**config.mk**
```make
export PLATFORM = sky130hd
export DESIGN_NAME = fifo_rd_stream
export DESIGN_NICKNAME = d
export VERILOG_FILES = /design/src/rtl/fifo_pkg.sv /design/src/rtl/fifo_rd_skid.sv /design/src/rtl/fifo_rd_stream.sv
export SDC_FILE = /design/constraint.sdc
export NUM_CORES = 1
export LEC_CHECK = 0
export ABC_AREA = 1
export CAP_MARGIN = 20
export CORE_MARGIN = 8
export CORE_UTILIZATION = 39
export CTS_CLUSTER_SIZE = 12
export DETAILED_ROUTE_END_ITERATION = 10
export PLACE_DENSITY = 0.8
export SYNTH_ARGS = -nofsm -noshare
export SYNTH_HDL_FRONTEND = slang
export SYNTH_SLANG_ARGS = --single-unit
```
**constraint.sdc**
```tcl
create_clock -name r_clk -period 1.5 [get_ports r_clk]
set_input_delay 0.3 -clock r_clk [delete_from_list [all_inputs] [get_ports r_clk]]
set_output_delay 0.3 -clock r_clk [all_outputs]
set_load 0.01 [all_outputs]
```
**src/rtl/fifo_pkg.sv**
```systemverilog
// Shared definitions for the FIFO read-side streamer: buffer state encoding
// and the width of the accepted-beat statistics counter.
package fifo_pkg;

    typedef enum logic [1:0] {
        EMPTY = 2'd0,
        ONE   = 2'd1,
        TWO   = 2'd2
    } buf_state_t;

    localparam int WC_W = 16;

endpackage

```
**src/rtl/fifo_rd_skid.sv**
```systemverilog
// Two-entry output buffer between the FIFO pop side and the stream side.
// The oldest entry always sits in head_buf so the stream sees it directly.
module fifo_rd_skid
    import fifo_pkg::*;
#(
    parameter int DATA_WIDTH = 8
) (
    input  logic                  clk,
    input  logic                  rst_n,
    input  logic                  flush,
    input  logic                  pop,
    input  logic [DATA_WIDTH-1:0] in_data,
    input  logic                  xfer,
    output logic [1:0]            cur_state,
    output logic                  valid,
    output logic [DATA_WIDTH-1:0] head
);

    buf_state_t            state;
    buf_state_t            next_state;
    logic [DATA_WIDTH-1:0] head_buf;
    logic [DATA_WIDTH-1:0] tail_buf;

    always_ff @(posedge clk) begin
        if (!rst_n) begin
            state <= EMPTY;
        end else begin
            state <= next_state;
        end
    end

    always_comb begin
        next_state = state;
        case (state)
            EMPTY: if (pop) next_state = ONE;
            ONE: begin
                if (pop && !xfer) begin
                    next_state = TWO;
                end else if (!pop && xfer) begin
                    next_state = EMPTY;
                end
            end
            TWO:     if (xfer) next_state = ONE;
            default: next_state = EMPTY;
        endcase
        if (flush) begin
            next_state = EMPTY;
        end
    end

    // Payload registers carry no reset; occupancy is tracked by state alone.
    always_ff @(posedge clk) begin
        case (state)
            EMPTY: if (pop) head_buf <= in_data;
            ONE: begin
                if (pop && xfer) begin
                    head_buf <= in_data;
                end else if (pop) begin
                    tail_buf <= in_data;
                end
            end
            TWO:     if (xfer) head_buf <= tail_buf;
            default: ;
        endcase
    end

    assign cur_state = state;
    assign valid     = rst_n & (state != EMPTY);
    assign head      = rst_n ? head_buf : '0;

endmodule

```
**src/rtl/fifo_rd_stream.sv**
```systemverilog
// Drains a FIFO read port into a valid/ready packet stream with m_last framing.
// Define FIFO_RD_STATS_EN to enable the saturating word_count statistic.
module fifo_rd_stream
    import fifo_pkg::*;
#(
    parameter int DATA_WIDTH = 8,
    parameter int PKT_LEN    = 4
) (
    input  logic                  r_clk,
    input  logic                  r_rst_n,
    input  logic                  r_empty,
    input  logic [DATA_WIDTH-1:0] r_data,
    output logic                  r_en,
    input  logic                  drain_en,
    input  logic                  flush,
    output logic                  m_valid,
    input  logic                  m_ready,
    output logic [DATA_WIDTH-1:0] m_data,
    output logic                  m_last,
    output logic [WC_W-1:0]       word_count
);

    localparam int                CNT_W     = (PKT_LEN > 1) ? $clog2(PKT_LEN) : 1;
    localparam logic [CNT_W-1:0] LAST_BEAT = CNT_W'(PKT_LEN - 1);

    logic [1:0]       state;
    logic             xfer;
    logic [CNT_W-1:0] beat_cnt;

    // Pop decision looks only at buffer occupancy, never at m_ready.
    assign r_en = r_rst_n & drain_en & ~r_empty & ~flush & (state != TWO);
    assign xfer = m_valid & m_ready;

    fifo_rd_skid #(
        .DATA_WIDTH(DATA_WIDTH)
    ) u_skid (
        .clk      (r_clk),
        .rst_n    (r_rst_n),
        .flush    (flush),
        .pop      (r_en),
        .in_data  (r_data),
        .xfer     (xfer),
        .cur_state(state),
        .valid    (m_valid),
        .head     (m_data)
    );

    always_ff @(posedge r_clk) begin
        if (!r_rst_n || flush) begin
            beat_cnt <= '0;
        end else if (xfer) begin
            beat_cnt <= (beat_cnt == LAST_BEAT) ? '0 : beat_cnt + CNT_W'(1);
        end
    end

    assign m_last = m_valid & (beat_cnt == LAST_BEAT);

`ifdef FIFO_RD_STATS_EN
    logic [WC_W-1:0] word_cnt;

    always_ff @(posedge r_clk) begin
        if (!r_rst_n) begin
            word_cnt <= '0;
        end else if (xfer && (word_cnt != {WC_W{1'b1}})) begin
            word_cnt <= word_cnt + WC_W'(1);
        end
    end

    assign word_count = word_cnt;
`else
    assign word_count = '0;
`endif

endmodule

```
; After elaboration in Yosys (flattened, before gate mapping)
; Cells that the tools add are included.
[classes]
n_addsub = 1
eq_ne = 8
muxes = 11
bitwise_logic = 11
n_reduce_logical = 14
[op_table]
columns = operator, n
row1 = 2-to-1 mux 8 bit, 4
row2 = case mux 8 bit (3 select lines), 1
row3 = 2-to-1 mux 2 bit, 5
row4 = AND 1 bit, 7
row5 = inequality test 2 x 1 -> 1 bit (second input constant), 3
row6 = case mux 2 bit (3 select lines), 1
row7 = AND reduction 3 bit, 2
row8 = == test 2 bit (second input constant), 2
row9 = NOT 1 bit, 4
row10 = AND reduction 4 bit, 1
row11 = logical AND 1 bit, 3
row12 = zero test 1 bit, 3
row13 = inequality test 3 x 1 -> 1 bit (second input constant), 1
row14 = nonzero test 3 bit, 1
row15 = adder 2 x 1 -> 2 bit (second input constant), 1
row16 = == test 2 x 1 -> 1 bit (second input constant), 1
row17 = zero test 2 bit, 1
row18 = inequality test 2 bit (second input constant), 1
row19 = nonzero test 2 bit, 1
row20 = OR reduction 2 bit, 1
row21 = logical OR 1 bit, 1
[word_totals]
register_bits = 20
output_inout_bits = 27

; Longest topological paths before layout
; Gate-level depths: netlist of the first run.
[logic_depth]
depth_word = 9
ltp_mapped = 8

; Hierarchy
; A second synthesis of the first run with hierarchy kept.
[hier_totals]
hier_cells = 128
hier_area_um2 = 1129.8
[modules_own_cells]
columns = module, instances, cells_each, area_per_inst_um2, seq_area_each_um2
row1 = fifo_rd_skid, 1, 87, 860.8, 520.5
row2 = fifo_rd_stream, 1, 41, 269.0, 40.0

; Worst setup path after synthesis of the first run
; Ideal clock, no wire load.
[synth_timing]
path_kind = input port to flip-flop
startpoint = input r_rst_n
endpoint = register u_skid.head_buf[0] (enable)
setup_ns = 0.375
arrival_time_ns = 1.118
setup_slack_ns = 0.007
stages = 5
path_cell_list = buf_6 -> inv_6 -> o21ai_1 -> nand2_1 -> a21oi_1
[synth_between]
elab_chain_cells = 7
[synth_lines]
columns = item, line_no
row1 = "start, declared", fifo_rd_stream.sv:10  ; input logic r_rst_n,
row2 = AND 1 bit (4 in a row), fifo_rd_stream.sv:31  ; assign r_en = r_rst_n & drain_en & ~r_empty & ~flush & (state != TWO);
row3 = logical AND 1 bit, fifo_rd_skid.sv:56  ; if (pop && xfer) begin
row4 = inequality test 2 x 1 -> 1 bit (no source line), -
row5 = AND reduction 4 bit (no source line) *, -
row6 = "end signal, assigned", fifo_rd_skid.sv:54  ; EMPTY: if (pop) head_buf <= in_data;
row7 = "end signal, assigned", fifo_rd_skid.sv:57  ; head_buf <= in_data;
row8 = "end signal, assigned", fifo_rd_skid.sv:62  ; TWO: if (xfer) head_buf <= tail_buf;
row9 = "end, declared", fifo_rd_skid.sv:21  ; logic [DATA_WIDTH-1:0] head_buf;
; Every way passes the cells marked *; elsewhere a longest branch is shown, timed or not.
; A chain may end at the register's enable or synchronous reset.

; Final worst setup path of the first run
[layout_timing]
startpoint = register u_skid.state[0], in the netlist u_skid.cur_state[0]
endpoint = output m_valid
[layout_between]
elab_chain_cells = 2
[layout_lines]
columns = item, line_no
row1 = "start, declared", fifo_rd_skid.sv:19  ; buf_state_t state;
row2 = "start signal, assigned", fifo_rd_skid.sv:28  ; state <= next_state;
row3 = nonzero test 2 bit, fifo_rd_skid.sv:68  ; assign valid = rst_n & (state != EMPTY);
row4 = AND 1 bit, fifo_rd_skid.sv:68
row5 = "end, declared", fifo_rd_stream.sv:16  ; output logic m_valid,
; Every way passes these cells.

==> metrics.md, run 1 <==
| Metric | Value |
|---|---|
| Status | completed |
| Std-Cell Rows | 19 |
| Share of synthesized flip-flops with an asynchronous set or reset | 0% |
| Category of the worst setup path capture point | primary output |
| Placeable core area | 2686 um2 |
| Final critical-path share of the clock period | 97.28% |
| Crit path launch | u_skid.cur_state[0] |
| Proportion of power drawn by the clock network | 37.5% |
| Number of buffer cells added on primary ports | 24 |
| TritonCTS clock tree | done |
| Combined area of the multi-input logic cells | 392.9 um2 |
| Number of routed nets with antenna violations | 0 |
| Vias post-DR | 813 |
| Mean routed wirelength per cell | 11.18 um |
| CTS clock-pin slew for the worst setup and hold paths | 0.11 ns |
| Maxcap violations | 0 |
| Synthesized flop and latch total | 20 |
| Number of buffers inserted to repair setup after CTS | 0 |
| Leakage | 0.7486 nW |
| Latest clock arrival within the worst-skew pair | 0.31 ns |
| Instance count along the most critical hold path | 2 |
| First-iteration detailed-routing DRC count | 14 |
| Internal power | 0.9339 mW |
| Total instance count after detailed placement | 187 |
| Adder-cell area share of the yosys netlist | 1.166% |
| Synthesized cell area | 1074 um2 |
| Fraction of synthesized cell area taken by the top area cell type | 44.76% |
| Cell count of the worst reg-to-reg path | 6 |
| Final setup fails | 0 |
| Gr usage total | 9.204% |
| Highest attainable clock frequency | 685.3 MHz |
| Combinational family with the most area after synthesis | simple AND/OR/NAND/NOR gates |
| Post-detail-place hpwl | 1798 um |
| Required time at the endpoint of the critical path | 1.20 ns |
| Post-route minimum period | 1.459 ns |
| Antenna violations before repair | 0 |
| I/O Pins | 41 |
| DIE WIDTH | 68.47 um |
| Worst EP arrival | 1.16 ns |
| Relative contribution of sequential cells to total power | 51.2% |
| Compound-gate portion of the synthesized area | 3.263% |
| Maximum VDD drop | 0.6961 mV |
| Mean Syn Cell Area | 9.255 um2 |
| Initial standard-cell utilization of the core | 39.96% |
| 1st-pass router iterations | 4 |
| Vertical die dimension | 68.47 um |
| Switch share | 20.63% |
| Routed via count divided by cell count | 4.257 |
| Multiplexer share of the synthesized area | 0% |
| Cells taking the most area after synthesis | edfxtp_1 (45%), nand2_1 (14%), buf_4 (11%) |
| Nets | 176 |
| Top FF cell, synth | edfxtp_1 |
| Number of design rule violations left after detail routing | 0 |
| Most numerous cell in the Yosys netlist | nand2_1 |
| Remaining global-route overflow | 0 |
| Placed inst area | 1413 um2 |
| Diode insertion count for antenna repair | 0 |
| Source of the worst hold timing path | u_skid.tail_buf[7] |
| Share of total power in combinational logic | 11.3% |
| Share of the synthesized netlist area taken by xor and xnor gates | 0% |
| Final Hold Viols | 0 |
| Cell area power density | 801.0 nW/um2 |
| Clk sink count | 20 |
| Synth warn | 0 |
| Sequential share of the synthesized area | 52.21% |
| Proportion of layout cells with a drive suffix above 1 | 27.50% |
| Number of buffers created by CTS | 3 |
| Final Skew | 0.005173 ns |
| Path type of the worst min-delay path | flop to flop |
| Kind of critical path | flop to primary output |
| First-pass GRT wire length | 3256 um |
| Sequential cell area | 568.0 um2 |
| Number of hold buffers added after CTS | 0 |
| Crit start category | flop |
| Number of standard cells in the final layout excluding fillers | 191 |
| Start of the worst register-to-register path | u_skid.cur_state[1] |
| Biggest area consumer among synthesized cells | edfxtp_1 |
| Final design instance area without fill | 1469 um2 |
| Number of synthesized flops with an enable pin | 16 |
| Synthesis-to-finish area growth | 36.83% |
| Final weighted congestion in routability-driven placement | 0.7959 |
| Count of different cell masters after synthesis | 22 |
| Number of max-slew violations in the final report | 0 |
| Final WL | 2135 um |
| Number of global-route vias before repair | 771 |
| Final setup slack of the worst path | 0.04076 ns |
| Die ar. | 4687 um2 |
| Number of instances in the synthesized netlist | 116 |
| Maximum clock path buffer count | 2 |
| Post-placement worst setup slack | -0.5357 ns |
| Fill cell total of the finished layout | 255 |
| Clock root buffer master | clkbuf_4 |
| Max FO, Critical Path | 5 |
| Most numerous cell types in the synthesized netlist | nand2_1 (40), buf_4 (16), edfxtp_1 (16) |
| Switching Power | 0.2427 mW |
| CTS H-tree depth | 1 |
| Pin count of the biggest net entering global routing | 13 |
| Synth Area in Simple Gates | 25.41% |
==> flip-flops by register name, summed over array words and instances, names as in the netlist <==
register,cells
beat_cnt,2
u_skid.cur_state,2
u_skid.head_buf,8
u_skid.tail_buf,8
==> kinds of logic after synthesis <==
family | count (synthesis)
AOI/OAI and AO/OA | 5
adders and majority gates | 1
buffers and inverters | 31
DFF | 20
other | 1
and+or+nand+nor | 58
==> timing repair <==
action / in CTS / in global routing
pin swaps: 0 / 3
setup endpoints to repair: 27 / 11
gates resized for setup: 26 / 5
gates cloned: 0 / 0
==> worst max-delay path, stage by stage (launching register included) <==
cell and delay [ns]:
dfxtp_4 0.38, nor2_4 0.14, nor2_2 0.05, dlygate4sd2_1 0.28
==> through the flow <==
step | util [%] | total power [mW] | setup TNS [ns] | hold slack (ns)
after floorplan | - | 0.7097 | 0 | 0.3989
after global placement | 52.59 | 0.7516 | -11.86 | 0.5046
after global routing | 54.68 | 1.218 | -0.006613 | 0.5546
after detailed placement | 52.59 | 0.7562 | -12.11 | 0.5135
final | 54.68 | 1.177 | 0 | 0.5364
after CTS | 54.17 | 1.187 | -0.008286 | 0.5421
==> final cells by class <==
cell class              instances  share of cell area, %
flip-flops and latches         20                  38.67
well taps                      31                  2.641
repair buffers                 42                  24.45
multi-input cells              80                  26.75
clock inverters                 1                  2.044
clock buffers                   3                  1.533
inverters                      14                  3.918
==> final timing paths <==
check	end	slack, ns
min	u_skid.head_buf[7]	0.54
max reg2reg	u_skid.head_buf[1]	0.22
min reg2reg	u_skid.head_buf[7]	0.54
max	m_valid	0.04
==> power groups by stage <==
stage	clock, mW	combinational [mW]	sequential (mW)
2_1_floorplan	0	0.0927	0.617
5_1_grt	0.468	0.146	0.603
3_3_place_gp	0	0.135	0.617
3_5_place_dp	0	0.139	0.617
4_1_cts	0.450	0.133	0.604
6_report	0.441	0.133	0.603
==> routing by layer <==
layer	track usage (%)	part of all wire (%)	vias up
li1	-	-	416
met1	9.649	36	354
met2	15.91	49	38
met3	3.110	12	5
met4	4.859	2.4	0
met5	0	0	-
==> cells in the final DEF, fill, tap and decap left out, drive strengths merged <==
cell,count
a21boi,1
a21oi,2
nand2,43
nand4,1
clkbuf,3
dfxtp,4
dlygate4sd2,10
o21ai,2
clkdlybuf4s15,1
buf,20
inv,14
bufinv,1
conb,16
dlymetal6s2s,2
nor3b,1
nor2,12
ha,1
nor3,1
clkdlybuf4s50,9
edfxtp,16
(Power assumes the default switching activity.)
==> inputs of run 2 (changes only) <==
--- a/config.mk
+++ b/config.mk
@@ -8,10 +8,11 @@
 export ABC_AREA = 1
 export CAP_MARGIN = 20
 export CORE_MARGIN = 8
-export CORE_UTILIZATION = 39
+export CORE_UTILIZATION = 40
 export CTS_CLUSTER_SIZE = 12
 export DETAILED_ROUTE_END_ITERATION = 10
-export PLACE_DENSITY = 0.8
+export PLACE_DENSITY = 0.79
+export SETUP_SLACK_MARGIN = 0.5
 export SYNTH_ARGS = -nofsm -noshare
 export SYNTH_HDL_FRONTEND = slang
 export SYNTH_SLANG_ARGS = --single-unit
==> constraint.sdc (replaced) <==
create_clock -name r_clk -period 1.62 [get_ports r_clk]
set_input_delay 0.324 -clock r_clk [delete_from_list [all_inputs] [get_ports r_clk]]
set_output_delay 0.324 -clock r_clk [all_outputs]
set_load 0.01 [all_outputs]
==> run 2 against run 1 <==
  * Register-to-register slack better by 0.14 ns
  * Largest power group unchanged
  * Clock power decreased by 49%
  * Combinational power down 3%
  * Sequential power is 7.6% lower
  * Via count unchanged
  * Sequential cell count is the same
  * Clock skew hardly changed
==> metrics.md, run 2 (synthesized netlist as in run 1, its figures left out) <==
| Metric | Value |
|---|---|
| Initial standard-cell utilization of the core | 42.56% (was 39.96%) |
| CTS H-tree depth | 1 (unchanged) |
| Remaining global-route overflow | 0 (unchanged) |
| I/O Pins | 41 (unchanged) |
| Most common cell after layout, fill and taps aside | nand2_1 (unchanged) |
| Final design instance area without fill | 1531 um2 (was 1469 um2) |
| Antenna violations before repair | 0 (unchanged) |
| Kind of critical path | flop to primary output (unchanged) |
| Worst EP arrival | 1.08 ns (was 1.16 ns) |
| Final setup fails | 0 (unchanged) |
| First-iteration detailed-routing DRC count | 9 (was 14) |
| Final Hold Viols | 0 (unchanged) |
| First-pass GRT wire length | 3063 um (was 3256 um) |
| Start of the worst register-to-register path | u_skid.cur_state[1] (unchanged) |
| Cell count of the worst reg-to-reg path | 4 (was 6) |
| Number of routed nets with antenna violations | 0 (unchanged) |
| Final sum of negative setup slack | 0 ns (unchanged) |
| Number of max-slew violations in the final report | 0 (unchanged) |
| Latest clock arrival within the worst-skew pair | 0.30 ns (was 0.31 ns) |
| Highest attainable clock frequency | 711.7 MHz |
| Required time at the endpoint of the critical path | 1.30 ns (was 1.20 ns) |
| Gr usage total | 8.624% (was 9.204%) |
| Maxcap violations | 0 (unchanged) |
| Routed via count divided by cell count | 4.279 (was 4.257) |
| Number of buffer cells added on primary ports | 24 (unchanged) |
| Synthesis-to-finish area growth | 42.66% (was 36.83%) |
| Worst R2R End | u_skid.tail_buf[7] (was u_skid.head_buf[1]) |
| Diode insertion count for antenna repair | 0 (unchanged) |
| Final Skew | 0.005197 ns (was 0.005173 ns) |
| Crit-path max cell delay | 0.37 ns (was 0.38 ns) |
| Number of design rule violations left after detail routing | 0 (unchanged) |
| Proportion of layout cells with a drive suffix above 1 | 34.38% (was 27.50%) |
| Leakage | 0.7260 nW (was 0.7486 nW) |
| Cell depth of the worst setup path | 3 (unchanged) |
| Std-Cell Rows | 18 (was 19) |
| Die ar. | 4598 um2 (was 4687 um2) |
| Family of cells with the greatest summed delay on the critical path | flip-flops (unchanged) |
| Post-route minimum period | 1.405 ns |
| Number of buffers created by CTS | 3 (unchanged) |
| Path type of the worst min-delay path | flop to flop (unchanged) |
| Endpoint of the most critical setup path | m_last (was m_valid) |
| Setup repair after global routing missed its margin | yes |
| Post-detail-place hpwl | 1529 um (was 1798 um) |
| Register-to-Register Setup Slack | 0.36 ns (was 0.22 ns) |
| Number of global-route vias before repair | 710 (was 771) |
| Buffers & Inverters on Critical Path | 1 (unchanged) |
| Placed inst area | 1368 um2 (was 1413 um2) |
| Fill cell total of the finished layout | 213 (was 255) |
| Leading registers by flop count | u_skid.head_buf: 8 flops, u_skid.tail_buf: 8 flops (unchanged) |
| Final weighted congestion in routability-driven placement | 0.7665 (was 0.7959) |
| Clk sink count | 20 (unchanged) |
| Crit path launch | beat_cnt[1] (was u_skid.cur_state[0]) |
| Vias post-DR | 813 (unchanged) |
| 1st-pass router iterations | 4 (unchanged) |
| Worst-path cell chain | ha_4, nor3b_2, buf_2 (was nor2_4, nor2_2, dlygate4sd2_1) |
| Placeable core area | 2522 um2 (was 2686 um2) |
| Vertical die dimension | 67.81 um (was 68.47 um) |
| Crit start category | flop (unchanged) |
| PnR Total Power | 0.9112 mW (was 1.177 mW) |
| CTS clock-pin slew for the worst setup and hold paths | 0.09 ns (was 0.11 ns) |
| Cell with the biggest individual delay on the critical path | dfxtp_2 (was dfxtp_4) |
| Max FO, Critical Path | 2 (was 5) |
| Pin count of the biggest net entering global routing | 12 (was 13) |
| Nets | 176 (unchanged) |
| DIE WIDTH | 67.81 um (was 68.47 um) |
| Cell area power density | 595.0 nW/um2 (was 801.0 nW/um2) |
| Final WL | 2098 um (was 2135 um) |
| Maximum clock path buffer count | 2 (unchanged) |
| Mean routed wirelength per cell | 11.04 um (was 11.18 um) |
| Status | completed (unchanged) |
| Maximum VDD drop | 0.5347 mV (was 0.6961 mV) |
| Category of the worst setup path capture point | primary output (unchanged) |
| Clock root buffer master | clkbuf_4 (unchanged) |
| Most frequent cells in the layout | nand2_1 (37), conb_1 (16), edfxtp_1 (16) (was nand2_1 (40), buf_4 (18), conb_1 (16), edfxtp_1 (16), inv_1 (11)) |
| Final critical-path share of the clock period | 86.74% |
| TritonCTS clock tree | done (unchanged) |
-- run 2: changes by cell type in the layout (fill, tap and decap cells not counted), moves of 3 or more --
| cell | before | now |
|---|---|---|
| buf_6 | 0 | 5 |
| nand2_1 | 40 | 37 |
| clkdlybuf4s15_1 | 0 | 3 |
| dlygate4sd2_1 | 10 | 6 |
| buf_4 | 18 | 12 |
| clkbuf_2 | 0 | 3 |
| nor2_4 | 2 | 5 |
-- run 2: worst min path at each step --
| stage | slack, ns | startpoint | end | depth (start not counted) |
|---|---|---|---|---|
| final | 0.50 | beat_cnt[1] | beat_cnt[1] | 2 |
| after global routing | 0.51 | beat_cnt[1] | beat_cnt[1] | 2 |
| after CTS | 0.49 | beat_cnt[1] | beat_cnt[1] | 2 |
| after detailed placement | 0.48 | beat_cnt[1] | beat_cnt[1] | 2 |
| after global placement | 0.46 | beat_cnt[1] | beat_cnt[1] | 2 |
| after floorplan | 0.42 | r_data[0] | u_skid.tail_buf[0] | 0 |
-- run 2: through the flow --
stage	cells	util (%)	hold WS, ns	worst slack [ns]
5_1_grt	190	60.71	0.5124	0.1651
4_1_cts	187	57.89	0.4908	0.2048
6_report	190	60.71	0.4963	0.2148
3_3_place_gp	177	54.22	0.4607	-0.4532
2_1_floorplan	131	-	0.4229	0.3607
3_5_place_dp	177	54.22	0.4752	-0.4662
-- run 2: area by class of cell --
class	count	area, um2	share of cell area (%)
sequential	20	570.5	37.25
multi-input combinational	80	449.2	29.33
timing repair buffer	42	380.4	24.84
inverter	14	67.56	4.412
tap	30	37.54	2.451
clock buffer	3	22.52	1.471
clock inverter	1	3.754	0.2451
-- run 2: tightest hold or removal path, cell delays in order, from the launching register on --
cell      delay, ns
dfxtp_2        0.35
nand2_2        0.07
a21boi_2       0.05
-- run 2: what timing repair did --
item	4_1_cts	5_1_grt
gates resized for setup	44	20
pin swaps	7	9
endpoints found under the hold margin	0	0
buffers inserted	6	3
endpoints found under the setup margin	39	37
hold buffers	0	0
-- run 2: power by group --
group / internal [mW] / switching [mW] / leakage, nW
logic: 0.0598 / 0.0691 / 0.531
clock network: 0.0898 / 0.136 / 0.0154
registers: 0.555 / 0.00173 / 0.179
total: 0.705 / 0.207 / 0.726
-- run 2: per-layer routing --
layer  up-vias  track usage [%]  share of wire, %
li1        418                -                 -
met1       352            9.427                36
met2        38            14.56                48
met3         5            3.808                15
met4         0            3.069               1.1
met5         -                0                 0
==> variant 1, RTL diff (config.mk and constraints of run 2) <==
Add a define of `FIFO_RD_STATS_EN`.
--- a/src/rtl/fifo_rd_stream.sv
+++ b/src/rtl/fifo_rd_stream.sv
@@ -1,5 +1,7 @@
 // Drains a FIFO read port into a valid/ready packet stream with m_last framing.
 // Define FIFO_RD_STATS_EN to enable the saturating word_count statistic.
+`define FIFO_RD_STATS_EN
+
 module fifo_rd_stream
     import fifo_pkg::*;
 #(
Formal check against the unedited RTL: not equivalent (a bounded check fails within 4 cycles, from zero or initial values and one cycle with r_rst_n low).
==> variant 1 against run 2 <==
Core utilization rose by 12 points; design area rose by 120%; cell count rose by 120%; setup slack got worse by 0.036 ns; power rose by 110%; wire length rose to 3.2 times the old value; largest cell class is now multi-input combinational cells; critical path type is now flop to flop; register-to-register slack got worse by 0.18 ns; synthesized cell count rose by 120%; highest routed layer unchanged; sequential cell count rose by 16; critical endpoint is now u_skid.tail_buf[5]; area after synthesis rose by 78%.
==> variant 1: results (changes against run 2) <==
- The class of the tightest hold or removal check is primary input to flop.
- The endpoint identified for the worst register-to-register timing path is u_skid.tail_buf[5].
- The wire length per cell is 16.3 um (+48%).
- The worst-case clock skew was 0.00633 ns (+0.00113 ns).
- The proportion of synthesized chip area in sequential cells came to 46.2% (-6.0 points).
- The total routing resource utilization after global routing is 18.7% (+10 points).
- The main flop type after synthesis is dfxtp_1.
- Among cell families on the critical path, the largest total delay comes from simple AND/OR/NAND/NOR gates.
- The number of CTS-inserted buffers came to 5 (+2).
- The number of distinct library cells after synthesis is 26 (+18%).
- The post-route standard cell area excluding fillers is 3370 um2 (+120%).
- The sum of met2 wire segment lengths after detailed routing came to 3510 um (+250%).
- The met1 routed wirelength after detailed routing is 2630 um (+240%).
- The clock edge transition at the registers on the reported setup and hold paths is 0.08 ns.
- The highest routing layer actually used is met4.
- The reg2reg setup slack is 0.18 ns (-0.18 ns).
- The placed instance area came to 2710 um2 (+98%).
- The overall via count from detail_route is 2120 (+160%).
- The worst slack after detailed placement is -0.520 ns (-0.0538 ns).
- The net count reported at finish is 371 (+110%).
- The final HPWL from detailed placement is 3700 um (+140%).
- The arrival time reported for the critical path endpoint was 1.45 ns (+0.37 ns).
- The layout cell share with drive strength beyond 1 came to 53.1% (+19 points).
- The global-route wire length before repair was 10800 um (+250%).
- The final wirelength came to 6690 um (+220%).
- The static power due to leakage is 1.41 nW (+94%).
- The maximum number of pins on one net before global-route repair is 16 (+4).
- The arithmetic-cell share of the synthesized area counting full adders, half adders and majority gates was 1.31% (+0.15 points).
- The number of filler cells placed in the layout came to 289 (+36%).
- The share of synthesized area spent on multiplexers is 0% (unchanged).
- The routability-driven placement congestion ratio is 0.845 (+10%).
- The peak ir drop on the vdd network is 0.417 mV (-22%).
- The startpoint identified for the worst hold timing path is r_rst_n.
- The longest individual stage delay on the worst path is 0.37 ns (about the same).
- The number of buffers on the longest clock path was 2 (unchanged).
- The number of warnings issued by yosys is 0 (unchanged).
- Yosys attributes the largest share of cell area to edfxtp_1 25%, dfxtp_1 21%, nand2_1 20%, nor2_1 5.3%, a21oi_2 4.6%.
- The cell at the root of the clock tree is clkbuf_8.
- The number of nets handed over by synthesis was 266.
- The worst hold margin is 0.450 ns (-0.0463 ns).
- Counting instances in the post-synthesis netlist gives the leading cell types as 99 x nand2_1, 27 x nor2_1, 22 x inv_1.
- The synthesized instance count is 250 (+120%).
- The DRC violation total after the first TritonRoute iteration is 125 (+116).
- The post-synthesis share of cell area spent on xor and xnor gates came to 2.76% (+2.8 points).
- The maximum level of the CTS H-tree is 2 (+1).
- The depth of the worst register-to-register path is 7 (+3).
- The cell depth of the worst hold path came to 4 (+2).
- The biggest fanout along the worst timing path is 7 (+5).
- The worst register-to-register path begins at u_skid.cur_state[0].
- The quantity of I/O buffers inserted on ports is 40 (+67%).
- The flow ran to the end, and the final reports show no timing, DRC or antenna violations.
- The number of global-route vias before repair came to 2276 (+220%).
- The destination of the worst hold path is word_count[12].
- The slowest cell on the critical path is dfxtp_4.
- The area fraction in compound gates after synthesis is 9.13% (+5.9 points).
-- variant 1: cell type report --
type / instances / share of cell area, %
Clock inverter: 2 / 1.04
Sequential cell: 36 / 27.2
Timing Repair Buffer: 103 / 29.8
Tap cell: 54 / 2.00
Inverter: 26 / 3.79
Clock buffer: 6 / 2.15
Multi-Input combinational cell: 183 / 34.0
-- variant 1: kinds of logic (layout without fill, tap and decap cells) --
kind of cell | count (synthesis) | in the layout
fa+ha+maj | 2 | 2
flops | 36 | 36
simple gates | 151 | 151
xor+xnor | 6 | 6
buf+inv | 31 | 137
compound gates | 24 | 24
-- variant 1: worst max-delay path by stage --
stage | start | to | cells after the start
after global routing | beat_cnt[0] | m_last | 3
after CTS | beat_cnt[1] | m_last | 3
final | u_skid.cur_state[0] | u_skid.tail_buf[5] | 7
after global placement | r_rst_n | r_en | 6
after detailed placement | r_rst_n | r_en | 6
after floorplan | word_count[1] | word_count[3] | 8
-- variant 1: worst reg2reg max path: cells and delay by family, from the launching register on --
| kind | cells | cell delay [ns] |
|---|---|---|
| buffers and inverters | 2 | 0.26 |
| flip-flops | 1 | 0.37 |
| AND/OR/NAND/NOR | 5 | 0.53 |
-- variant 1: timing repair --
item,CTS,global route
pin swaps,26,18
endpoints found under the setup margin,71,71
setup buffers,28,4
gates cloned,0,0
gates resized for setup,201,30
-- variant 1: power breakdown --
group / switching [mW] / internal, mW
registers: 0.00230 / 0.945
clock network: 0.336 / 0.457
logic: 0.0691 / 0.0634
total: 0.407 / 1.47
-- variant 1: per-layer routing --
| layer | track usage, % | vias up |
|---|---|---|
| met3 | 4.15 | 24 |
| li1 | - | 1005 |
| met4 | 10.8 | 0 |
| met1 | 19.9 | 1012 |
| met2 | 33.2 | 79 |
| met5 | 0 | - |
==> variant 2, RTL diff (config.mk and constraints of run 2) <==
Made on the original files. `DATA_WIDTH` is set to 8 in 2 places; all go to 6.
--- a/src/rtl/fifo_rd_skid.sv
+++ b/src/rtl/fifo_rd_skid.sv
@@ -3,7 +3,7 @@
 module fifo_rd_skid
     import fifo_pkg::*;
 #(
-    parameter int DATA_WIDTH = 8
+    parameter int DATA_WIDTH = 6
 ) (
     input  logic                  clk,
     input  logic                  rst_n,
--- a/src/rtl/fifo_rd_stream.sv
+++ b/src/rtl/fifo_rd_stream.sv
@@ -3,7 +3,7 @@
 module fifo_rd_stream
     import fifo_pkg::*;
 #(
-    parameter int DATA_WIDTH = 8,
+    parameter int DATA_WIDTH = 6,
     parameter int PKT_LEN    = 4
 ) (
     input  logic                  r_clk,
Interface: changed (resized m_data and r_data); port bits go from 41 to 37. The function was not compared with the original's and may differ.
==> variant 2 against run 2 <==
Setup slack got worse by 0.014 ns; wire length increased by 2.7%; global-route usage increased by 1.9 points; power decreased by 14%; non-clock buffer count decreased by 2; critical path depth unchanged; area after synthesis decreased by 16%; count of clock-buffer cells in the layout unchanged; critical path type unchanged; fmax decreased by 0.97%; worst hold slack improved by 0.036 ns; design area decreased by 12%; register-to-register slack got worse by 0.09 ns; sequential cell count decreased by 4.
==> variant 2: results (changes against run 2) <==
- The flow ran to the end, and the final reports show no timing, DRC or antenna violations.
- The share of power burned in registers is 56.6% (-4.5 points).
- The maximum number of pins on one net before global-route repair came to 10 (-2).
- By area the synthesized netlist is led by edfxtp_1 40%, nand2_1 15%, buf_4 13%, dfxtp_1 8.9%, inv_1 5.0%.
- The arithmetic-cell share of the synthesized area counting full adders, half adders and majority gates came to 1.39% (+0.23 points).
- The switching power is 0.204 mW (-1.2%).
- The utilization after layout is 62.3% (+1.6 points).
- The global-route wire length before repair is 3490 um (+14%).
- The placed instance area is 1160 um2 (-15%).
- The layout cell share with drive strength beyond 1 is 44.2% (+9.8 points).
- The global-route track usage on met1 is 9.76% (+0.33 points).
- The biggest fanout along the worst timing path is 2 (unchanged).
- The average via count per standard cell is 4.33 (+1.1%).
- The overall via count from detail_route is 757 (-6.9%).
- The worst-case clock skew is 0.00229 ns (-0.00290 ns).
- The met3 usage was 5.65% (+1.8 points).
- The met3 routed wirelength came to 242 um (-22%).
- The met1 routed wirelength after detailed routing was 786 um (+2.7%).
- The sum of met2 wire segment lengths after detailed routing is 1080 um (+8.5%).
- The peak ir drop on the vdd network is 0.386 mV (-28%).
- The met2 usage is 18.4% (+3.8 points).
- The number of global-route vias before repair is 818 (+15%).
- The arrival time reported for the critical path endpoint was 1.10 ns (+0.02 ns).
- The routability-driven placement congestion ratio was 0.750 (-2.2%).
- The quantity of I/O buffers inserted on ports came to 20 (-17%).
- The number of filler cells placed in the layout was 177 (-17%).
- The worst slack after detailed placement is -0.483 ns (-0.0164 ns).
- The total routing resource utilization after global routing is 10.5% (+1.9 points).
- In the final layout, the registers with the most flip-flops are u_skid.head_buf: 6 flops, u_skid.tail_buf: 6 flops.
- Counting instances in the post-synthesis netlist gives the leading cell types as 35 x nand2_1, 16 x buf_4, 12 x edfxtp_1, 12 x inv_1, 7 x nor2_1.
- The net count reported at finish is 161 (-8.5%).
- The number of cells after detailed placement is 159 (-10%).
- The proportion of synthesized chip area in sequential cells is 49.0% (-3.2 points).
- The DRC violation total after the first TritonRoute iteration is 24 (+15).
- The dominant cell type by area after synthesis is edfxtp_1.
- The number of distinct library cells after synthesis is 21 (-4.5%).
- The area fraction in compound gates after synthesis is 2.79% (-0.48 points).
- The static power due to leakage was 0.631 nW (-13%).
- The number of synthesized flops with an enable pin is 12 (-4).
- The wire length per cell came to 12.3 um (+11%).
- The final HPWL from detailed placement was 1510 um (-0.92%).
- The class of the tightest hold or removal check is flop to flop.
variant 2: worst paths after layout:
| check | start | endpoint | slack [ns] | cells after the start |
|---|---|---|---|---|
| min reg2reg | u_skid.tail_buf[5] | u_skid.head_buf[5] | 0.53 | 2 |
| max reg2reg | u_skid.cur_state[0] | u_skid.tail_buf[1] | 0.27 | 5 |
| min | u_skid.tail_buf[5] | u_skid.head_buf[5] | 0.53 | 2 |
| max | beat_cnt[0] | m_last | 0.20 | 3 |
variant 2: cell type report:
type | count | area share (%)
Tap cell | 28 | 2.59
Multi-Input combinational cell | 73 | 32.0
Sequential cell | 16 | 33.3
Clock buffer | 3 | 1.67
Timing Repair Buffer | 40 | 25.0
Inverter | 14 | 5.18
Clock inverter | 1 | 0.278
variant 2: what timing repair did:
action                     CTS  global route
buffers inserted            10             2
setup endpoints to repair   31            30
pin swaps                   12             9
hold buffers                 0             0
gates resized for setup     63            12
hold endpoints to repair     0             0
